### src/rtl/apb_master_if.sv
// Bundle of the command/response side and the APB bus side of apb_master.
// The master modport is the bridge's view; slave is the view of whoever drives commands and completes APB.
interface apb_master_if #(
   parameter int ADDR_WD = 8,
   parameter int DATA_WD = 32
);
   logic               cmd_valid;
   logic               cmd_ready;
   logic               cmd_write;
   logic [ADDR_WD-1:0] cmd_addr;
   logic [DATA_WD-1:0] cmd_wdata;

   logic               rsp_valid;
   logic [DATA_WD-1:0] rsp_rdata;
   logic               rsp_err;

   logic               PSEL;
   logic               PENABLE;
   logic               PWRITE;
   logic [ADDR_WD-1:0] PADDR;
   logic [DATA_WD-1:0] PWDATA;
   logic [DATA_WD-1:0] PRDATA;
   logic               PREADY;
   logic               PSLVERR;

   modport master (
      input  cmd_valid, cmd_write, cmd_addr, cmd_wdata,
      output cmd_ready,
      output rsp_valid, rsp_rdata, rsp_err,
      output PSEL, PENABLE, PWRITE, PADDR, PWDATA,
      input  PRDATA, PREADY, PSLVERR
   );

   modport slave (
      output cmd_valid, cmd_write, cmd_addr, cmd_wdata,
      input  cmd_ready,
      input  rsp_valid, rsp_rdata, rsp_err,
      input  PSEL, PENABLE, PWRITE, PADDR, PWDATA,
      output PRDATA, PREADY, PSLVERR
   );
endinterface

### src/rtl/apb_master.sv
// Command-to-APB bridge: IDLE/SETUP/ACCESS FSM with registered APB outputs and a one-cycle response pulse.
// Defining APB_TIMEOUT_EN adds a wait-state watchdog that ends a transfer after TIMEOUT_CYC stalled ACCESS cycles.
module apb_master #(
   parameter int ADDR_WD     = 8,
   parameter int DATA_WD     = 32,
   parameter int TIMEOUT_CYC = 16
) (
   input logic         PCLK,
   input logic         PRESETn,
   apb_master_if.master bus
);
   typedef enum logic [1:0] {IDLE, SETUP, ACCESS} state_e;

   state_e             state_q;
   logic               psel_q;
   logic               penable_q;
   logic               pwrite_q;
   logic [ADDR_WD-1:0] paddr_q;
   logic [DATA_WD-1:0] pwdata_q;
   logic               rspValid_q;
   logic [DATA_WD-1:0] rspRdata_q;
   logic               rspErr_q;
   logic               accept;
   logic               timeoutHit;

   // Held low during reset so nothing can be accepted until PRESETn is released.
   assign bus.cmd_ready = PRESETn &&
                          ((state_q == IDLE) || ((state_q == ACCESS) && bus.PREADY));
   assign accept        = bus.cmd_valid && bus.cmd_ready;

`ifdef APB_TIMEOUT_EN
   localparam int CntWd = (TIMEOUT_CYC > 1) ? $clog2(TIMEOUT_CYC) : 1;
   localparam logic [CntWd-1:0] CntLast = CntWd'(TIMEOUT_CYC - 1);

   logic [CntWd-1:0] waitCnt_q;

   assign timeoutHit = (state_q == ACCESS) && !bus.PREADY && (waitCnt_q == CntLast);

   // Counts consecutive stalled ACCESS cycles; any other cycle restarts the count.
   always_ff @(posedge PCLK or negedge PRESETn) begin
      if (!PRESETn) begin
         waitCnt_q <= '0;
      end else if ((state_q != ACCESS) || bus.PREADY || timeoutHit) begin
         waitCnt_q <= '0;
      end else begin
         waitCnt_q <= waitCnt_q + 1'b1;
      end
   end
`else
   assign timeoutHit = 1'b0;
`endif

   always_ff @(posedge PCLK or negedge PRESETn) begin
      if (!PRESETn) begin
         state_q    <= IDLE;
         psel_q     <= 1'b0;
         penable_q  <= 1'b0;
         pwrite_q   <= 1'b0;
         paddr_q    <= '0;
         pwdata_q   <= '0;
         rspValid_q <= 1'b0;
         rspRdata_q <= '0;
         rspErr_q   <= 1'b0;
      end else begin
         rspValid_q <= 1'b0;

         // Acceptance only happens in IDLE or at a completing ACCESS edge, so latching here covers both.
         if (accept) begin
            pwrite_q <= bus.cmd_write;
            paddr_q  <= bus.cmd_addr;
            pwdata_q <= bus.cmd_write ? bus.cmd_wdata : '0;
         end

         case (state_q)
            IDLE: begin
               if (accept) begin
                  state_q   <= SETUP;
                  psel_q    <= 1'b1;
                  penable_q <= 1'b0;
               end
            end
            SETUP: begin
               state_q   <= ACCESS;
               penable_q <= 1'b1;
            end
            ACCESS: begin
               if (bus.PREADY) begin
                  rspValid_q <= 1'b1;
                  rspRdata_q <= pwrite_q ? '0 : bus.PRDATA;
                  rspErr_q   <= bus.PSLVERR;
                  penable_q  <= 1'b0;
                  if (accept) begin
                     state_q <= SETUP;
                  end else begin
                     state_q <= IDLE;
                     psel_q  <= 1'b0;
                  end
               end else if (timeoutHit) begin
                  rspValid_q <= 1'b1;
                  rspRdata_q <= '0;
                  rspErr_q   <= 1'b1;
                  state_q    <= IDLE;
                  psel_q     <= 1'b0;
                  penable_q  <= 1'b0;
               end
            end
            default: begin
               state_q   <= IDLE;
               psel_q    <= 1'b0;
               penable_q <= 1'b0;
            end
         endcase
      end
   end

   assign bus.PSEL      = psel_q;
   assign bus.PENABLE   = penable_q;
   assign bus.PWRITE    = pwrite_q;
   assign bus.PADDR     = paddr_q;
   assign bus.PWDATA    = pwdata_q;
   assign bus.rsp_valid = rspValid_q;
   assign bus.rsp_rdata = rspRdata_q;
   assign bus.rsp_err   = rspErr_q;
endmodule

### src/flat_wrapper.sv
// flat-port wrapper written by rule: the top's interface ports become plain ports
module apb_master_flat 
#(
   parameter int ADDR_WD     = 8,
   parameter int DATA_WD     = 32,
   parameter int TIMEOUT_CYC = 16
)
  (PCLK, PRESETn, bus_cmd_valid, bus_cmd_write, bus_cmd_addr, bus_cmd_wdata, bus_cmd_ready, bus_rsp_valid, bus_rsp_rdata, bus_rsp_err, bus_PSEL, bus_PENABLE, bus_PWRITE, bus_PADDR, bus_PWDATA, bus_PRDATA, bus_PREADY, bus_PSLVERR);
  apb_master_if #(.ADDR_WD(ADDR_WD), .DATA_WD(DATA_WD)) bus_i ();
  input logic PCLK;
  input logic PRESETn;
  input wire logic [$bits(bus_i.cmd_valid)-1:0] bus_cmd_valid;
  input wire logic [$bits(bus_i.cmd_write)-1:0] bus_cmd_write;
  input wire logic [$bits(bus_i.cmd_addr)-1:0] bus_cmd_addr;
  input wire logic [$bits(bus_i.cmd_wdata)-1:0] bus_cmd_wdata;
  output wire logic [$bits(bus_i.cmd_ready)-1:0] bus_cmd_ready;
  output wire logic [$bits(bus_i.rsp_valid)-1:0] bus_rsp_valid;
  output wire logic [$bits(bus_i.rsp_rdata)-1:0] bus_rsp_rdata;
  output wire logic [$bits(bus_i.rsp_err)-1:0] bus_rsp_err;
  output wire logic [$bits(bus_i.PSEL)-1:0] bus_PSEL;
  output wire logic [$bits(bus_i.PENABLE)-1:0] bus_PENABLE;
  output wire logic [$bits(bus_i.PWRITE)-1:0] bus_PWRITE;
  output wire logic [$bits(bus_i.PADDR)-1:0] bus_PADDR;
  output wire logic [$bits(bus_i.PWDATA)-1:0] bus_PWDATA;
  input wire logic [$bits(bus_i.PRDATA)-1:0] bus_PRDATA;
  input wire logic [$bits(bus_i.PREADY)-1:0] bus_PREADY;
  input wire logic [$bits(bus_i.PSLVERR)-1:0] bus_PSLVERR;
  assign bus_i.cmd_valid = bus_cmd_valid;
  assign bus_i.cmd_write = bus_cmd_write;
  assign bus_i.cmd_addr = bus_cmd_addr;
  assign bus_i.cmd_wdata = bus_cmd_wdata;
  assign bus_cmd_ready = bus_i.cmd_ready;
  assign bus_rsp_valid = bus_i.rsp_valid;
  assign bus_rsp_rdata = bus_i.rsp_rdata;
  assign bus_rsp_err = bus_i.rsp_err;
  assign bus_PSEL = bus_i.PSEL;
  assign bus_PENABLE = bus_i.PENABLE;
  assign bus_PWRITE = bus_i.PWRITE;
  assign bus_PADDR = bus_i.PADDR;
  assign bus_PWDATA = bus_i.PWDATA;
  assign bus_i.PRDATA = bus_PRDATA;
  assign bus_i.PREADY = bus_PREADY;
  assign bus_i.PSLVERR = bus_PSLVERR;
  apb_master #(.ADDR_WD(ADDR_WD), .DATA_WD(DATA_WD), .TIMEOUT_CYC(TIMEOUT_CYC)) u_core (.PCLK(PCLK), .PRESETn(PRESETn), .bus(bus_i));
endmodule
### config.mk
export PLATFORM = sky130hd
export DESIGN_NAME = apb_master_flat
export DESIGN_NICKNAME = d
export VERILOG_FILES = /design/src/rtl/apb_master_if.sv /design/src/rtl/apb_master.sv /design/src/flat_wrapper.sv
export SDC_FILE = /design/constraint.sdc
export NUM_CORES = 1
export LEC_CHECK = 0
export ABC_AREA = 1
export ABC_CLOCK_PERIOD_IN_PS = 1100
export CAP_MARGIN = 20
export CORE_ASPECT_RATIO = 1.4
export CORE_UTILIZATION = 33
export DETAILED_ROUTE_END_ITERATION = 10
export PLACE_DENSITY = 0.77
export SYNTH_ARGS = -nofsm -noshare
export SYNTH_HDL_FRONTEND = slang
export SYNTH_SLANG_ARGS = --single-unit
### constraint.sdc
create_clock -name PCLK -period 1.1 [get_ports PCLK]
set_input_delay 0.11 -clock PCLK [delete_from_list [all_inputs] [get_ports PCLK]]
set_output_delay 0.11 -clock PCLK [all_outputs]
set_load 0.1 [all_outputs]
==> impl_metrics.xml <==
<?xml version="1.0" encoding="UTF-8"?>
<metrics>
  <group name="sta">
    <metric name="final_min_period_over_clock_period" unit="%">129</metric>
    <metric name="setup_violations" unit="">80</metric>
    <metric name="tightestPinTransition" unit="ns">0.454</metric>
    <metric name="period_minus_slack" unit="ns">1.42</metric>
    <metric name="highest_achievable_clock_rate" unit="MHz">706</metric>
    <metric name="final.setup.worst_slack" unit="ns">-0.317</metric>
    <metric name="slew-limit-headroom" unit="%">69.7</metric>
    <metric name="maxSlewViolCount" unit="">0</metric>
    <metric name="grt_setup_unrepaired" unit="">true</metric>
    <metric name="largest_clock_skew_in_the_final_design" unit="ns">0.0115</metric>
    <metric name="hold_viol" unit="">0</metric>
  </group>
  <group name="drt">
    <metric name="via_count" unit="">3055</metric>
    <metric name="drt_drc_violations_left" unit="">0</metric>
    <metric name="antenna_violating_nets_post_route" unit="">0</metric>
    <metric name="routed_via_density" unit="">4.77</metric>
    <metric name="drtIter0Drc" unit="">121</metric>
    <metric name="wl" unit="um">10100</metric>
    <metric name="routed_wire_length_per_instance" unit="um">15.8</metric>
    <metric name="firstDrtPassIters" unit="">4</metric>
  </group>
  <group name="synthesis">
    <metric name="synth-seq-area-share" unit="%">60.7</metric>
    <metric name="synth_top_area_share" unit="%">60.7</metric>
    <metric name="synth.lib_cells_used.distinct" unit="">14</metric>
    <metric name="postSynthCellCount" unit="">341</metric>
    <metric name="synth_nets" unit="">419</metric>
    <metric name="yosys_warnings" unit="">0</metric>
    <metric name="synth.ff_latch_count" unit="">78</metric>
    <metric name="synth_top_area_cell" unit="">sky130_fd_sc_hd__dfrtp_1</metric>
    <metric name="synth_top_cells_by_area" unit="">sky130_fd_sc_hd__dfrtp_1 61%, sky130_fd_sc_hd__nand2_1 19%, sky130_fd_sc_hd__o21ai_2 6.8%</metric>
    <metric name="average_size_of_a_mapped_cell" unit="um2">9.43</metric>
    <metric name="mappedNetlistArea" unit="um2">3220</metric>
  </group>
  <group name="placement">
    <metric name="post_dp_cell_area" unit="um2">5790</metric>
    <metric name="place.port_buffers" unit="">155</metric>
    <metric name="weighted_congestion_at_the_end_of_routability_driven_global_placement" unit="">0.749</metric>
    <metric name="place.detailed.hpwl" unit="um">6360</metric>
    <metric name="post-place-cells" unit="">599</metric>
    <metric name="pre_cts_slack" unit="ns">-0.297</metric>
  </group>
  <group name="cts">
    <metric name="cts_inserted_buffers" unit="">9</metric>
    <metric name="clock_tree_from_tritoncts" unit="">done</metric>
    <metric name="cts_buffer_depth" unit="">2</metric>
    <metric name="cts.clk_slew.worst_paths" unit="ns">0.06</metric>
    <metric name="ctsHtreeMaxLevel" unit="">3</metric>
    <metric name="clk_latency" unit="ns">0.33</metric>
    <metric name="clk_root_buffer_cell" unit="">sky130_fd_sc_hd__clkbuf_16</metric>
    <metric name="clock_sink_count" unit="">78</metric>
  </group>
  <group name="finish">
    <metric name="drive_gt1_share" unit="%">39.8</metric>
    <metric name="nNetsFinal" unit="">604</metric>
    <metric name="n_antenna_cell" unit="">0</metric>
    <metric name="postLayoutCoreUtil" unit="%">70.0</metric>
    <metric name="final-instance-count-excl-fill" unit="">640</metric>
    <metric name="area_growth" unit="%">106</metric>
    <metric name="layout_commonest_cell" unit="">sky130_fd_sc_hd__nand2_1</metric>
    <metric name="post-route-cell-area" unit="um2">6620</metric>
    <metric name="layout_common_cells" unit="">128 x sky130_fd_sc_hd__nand2_1, 87 x sky130_fd_sc_hd__buf_12, 76 x sky130_fd_sc_hd__clkdlybuf4s50_1</metric>
    <metric name="num-fill-cells" unit="">627</metric>
  </group>
  <group name="worst_hold_path">
    <metric name="min_path_type" unit="">in -&gt; reg</metric>
  </group>
  <group name="worst_setup_path">
    <metric name="worstSetupStartpointType" unit="">flop</metric>
    <metric name="cp_cell_sequence" unit="">nand2_4 -&gt; buf_6 -&gt; nand2_4 -&gt; nor2_4 -&gt; buf_12</metric>
    <metric name="cp_slowest_cell" unit="">sky130_fd_sc_hd__dfrtp_4</metric>
    <metric name="critical_path.max_stage_delay" unit="ns">0.49</metric>
    <metric name="cp_max_fo" unit="">2</metric>
    <metric name="timing.critical_path.required" unit="ns">0.99</metric>
    <metric name="setup.worst_path.end_class" unit="">output port</metric>
    <metric name="crit_top_cell" unit="">sky130_fd_sc_hd__nand2_4</metric>
    <metric name="critical_path_arrival" unit="ns">1.31</metric>
    <metric name="setup.worst_path.class" unit="">reg -&gt; out</metric>
  </group>
  <group name="floorplan">
    <metric name="chipWidth" unit="um">85.4</metric>
    <metric name="ioPinCount" unit="">156</metric>
    <metric name="rows" unit="">42</metric>
    <metric name="die_height" unit="um">119</metric>
    <metric name="core_area" unit="um2">9460</metric>
    <metric name="start_util" unit="%">34.0</metric>
    <metric name="die-area" unit="um2">10200</metric>
  </group>
  <group name="pwr">
    <metric name="power_density" unit="nW/um2">2550</metric>
    <metric name="p_leak" unit="uW">0.00305</metric>
    <metric name="worst_ir_drop_on_vdd" unit="uV">1360</metric>
    <metric name="fin_total_pwr" unit="uW">16800</metric>
  </group>
  <group name="run_status">
    <metric name="run_status" unit="">finished, violations left</metric>
    <metric name="violations" unit="">negative setup slack</metric>
  </group>
  <group name="global_routing">
    <metric name="grt_pass1_wl" unit="um">16000</metric>
    <metric name="grt_antenna_before_repair" unit="">0</metric>
    <metric name="globalRouteOverflowTotal" unit="">0</metric>
    <metric name="grt_usage" unit="%">20.4</metric>
    <metric name="grt_start_max_net_pins" unit="">79</metric>
    <metric name="first_global_vias" unit="">3205</metric>
  </group>
  <group name="job">
    <metric name="drv_cap" unit="">0</metric>
  </group>
</metrics>
routing by layer:
| metal | track usage [%] | vias to the layer above | share of wire (%) |
|---|---|---|---|
| met5 | 0 | - | 0 |
| met4 | 9.17 | 0 | 2.5 |
| met3 | 4.23 | 16 | 5.9 |
| met2 | 36.4 | 114 | 55 |
| met1 | 23.1 | 1474 | 37 |
| li1 | - | 1451 | - |
critical path: cells and delay by family (launching register included):
family	cells	cell delay, ns
buffers and inverters	2	0.27
DFF	1	0.49
and+or+nand+nor	3	0.20
what timing repair did:
item / in CTS / in global routing
hold buffers: 0 / 1
buffers inserted: 12 / 4
cloned: 8 / 3
gates resized for setup: 26 / 27
endpoints found under the setup margin: 79 / 81
hold endpoints to repair: 0 / 33
pin swaps: 5 / 3
area by class of cell:
class,instances,area [um2],area share [%]
inverters,7,38.8,0.586
flip-flops and latches,78,1960,29.6
clock inverters,1,5.00,0.0756
repair buffers,196,2980,45.0
multi-input cells,234,1220,18.4
well taps,110,138,2.08
clock buffers,14,274,4.14
stage by stage:
step	TNS [ns]	hold slack (ns)
3_3_place_gp	-14.01	0.418
2_1_floorplan	-19.00	-0.186
3_5_place_dp	-15.95	0.437
6_report	-18.73	0.327
4_1_cts	-20.15	0.0834
5_1_grt	-23.90	0.335
path summary, 6_finish.rpt:
check	from	endpoint	slack, ns	depth (start not counted)
setup / recovery	u_core.state_q[1]	bus_cmd_ready	-0.32	5
hold / removal	bus_cmd_wdata[20]	u_core.bus.PWDATA[20]	0.33	3
setup reg to reg	u_core.state_q[1]	u_core.bus.PWDATA[11]	-0.30	6
hold reg to reg	u_core.bus.PADDR[6]	u_core.bus.PADDR[6]	0.54	2
max in group asynchronous	PRESETn	u_core.bus.rsp_rdata[23]	0.15	4
min in group asynchronous	PRESETn	u_core.bus.PWDATA[31]	0.37	3
synth_stat cells:
master and n:
sky130_fd_sc_hd__dfrtp_1 78, sky130_fd_sc_hd__inv_1 6, sky130_fd_sc_hd__clkinv_2 1, sky130_fd_sc_hd__and2_1 1, sky130_fd_sc_hd__o21ai_1 2, sky130_fd_sc_hd__buf_2 4, sky130_fd_sc_hd__o21ai_0 38, sky130_fd_sc_hd__clkbuf_1 7
sky130_fd_sc_hd__buf_6 11, sky130_fd_sc_hd__nor2_1 4, sky130_fd_sc_hd__o21ai_2 25, sky130_fd_sc_hd__nand2_1 162, sky130_fd_sc_hd__a21oi_2 1, sky130_fd_sc_hd__nand3_2 1
state kept, by name (all words and copies together), names as in the netlist:
signal and cells:
u_core.bus.rsp_err 1, u_core.bus.PWDATA 32, u_core.state_q 2, u_core.bus.PWRITE 1, u_core.bus.rsp_rdata 32, u_core.bus.rsp_valid 1
u_core.bus.PSEL 1, u_core.bus.PADDR 8
cell families (layout without fill, tap and decap cells):
logic type | after synthesis | in the layout | synth area share [%]
AND/OR/NAND/NOR | 168 | 168 | 19.9
AO/OA/AOI/OAI | 66 | 66 | 13.3
buffers and inverters | 29 | 218 | 6.15
flip-flops | 78 | 78 | 60.7
power by group:
part | internal (uW) | switching [uW]
registers | 3550 | 800
logic | 3540 | 6190
clock network | 1700 | 1080
total | 8780 | 8070
No activity file was read; power rests on OpenSTA's default activity.
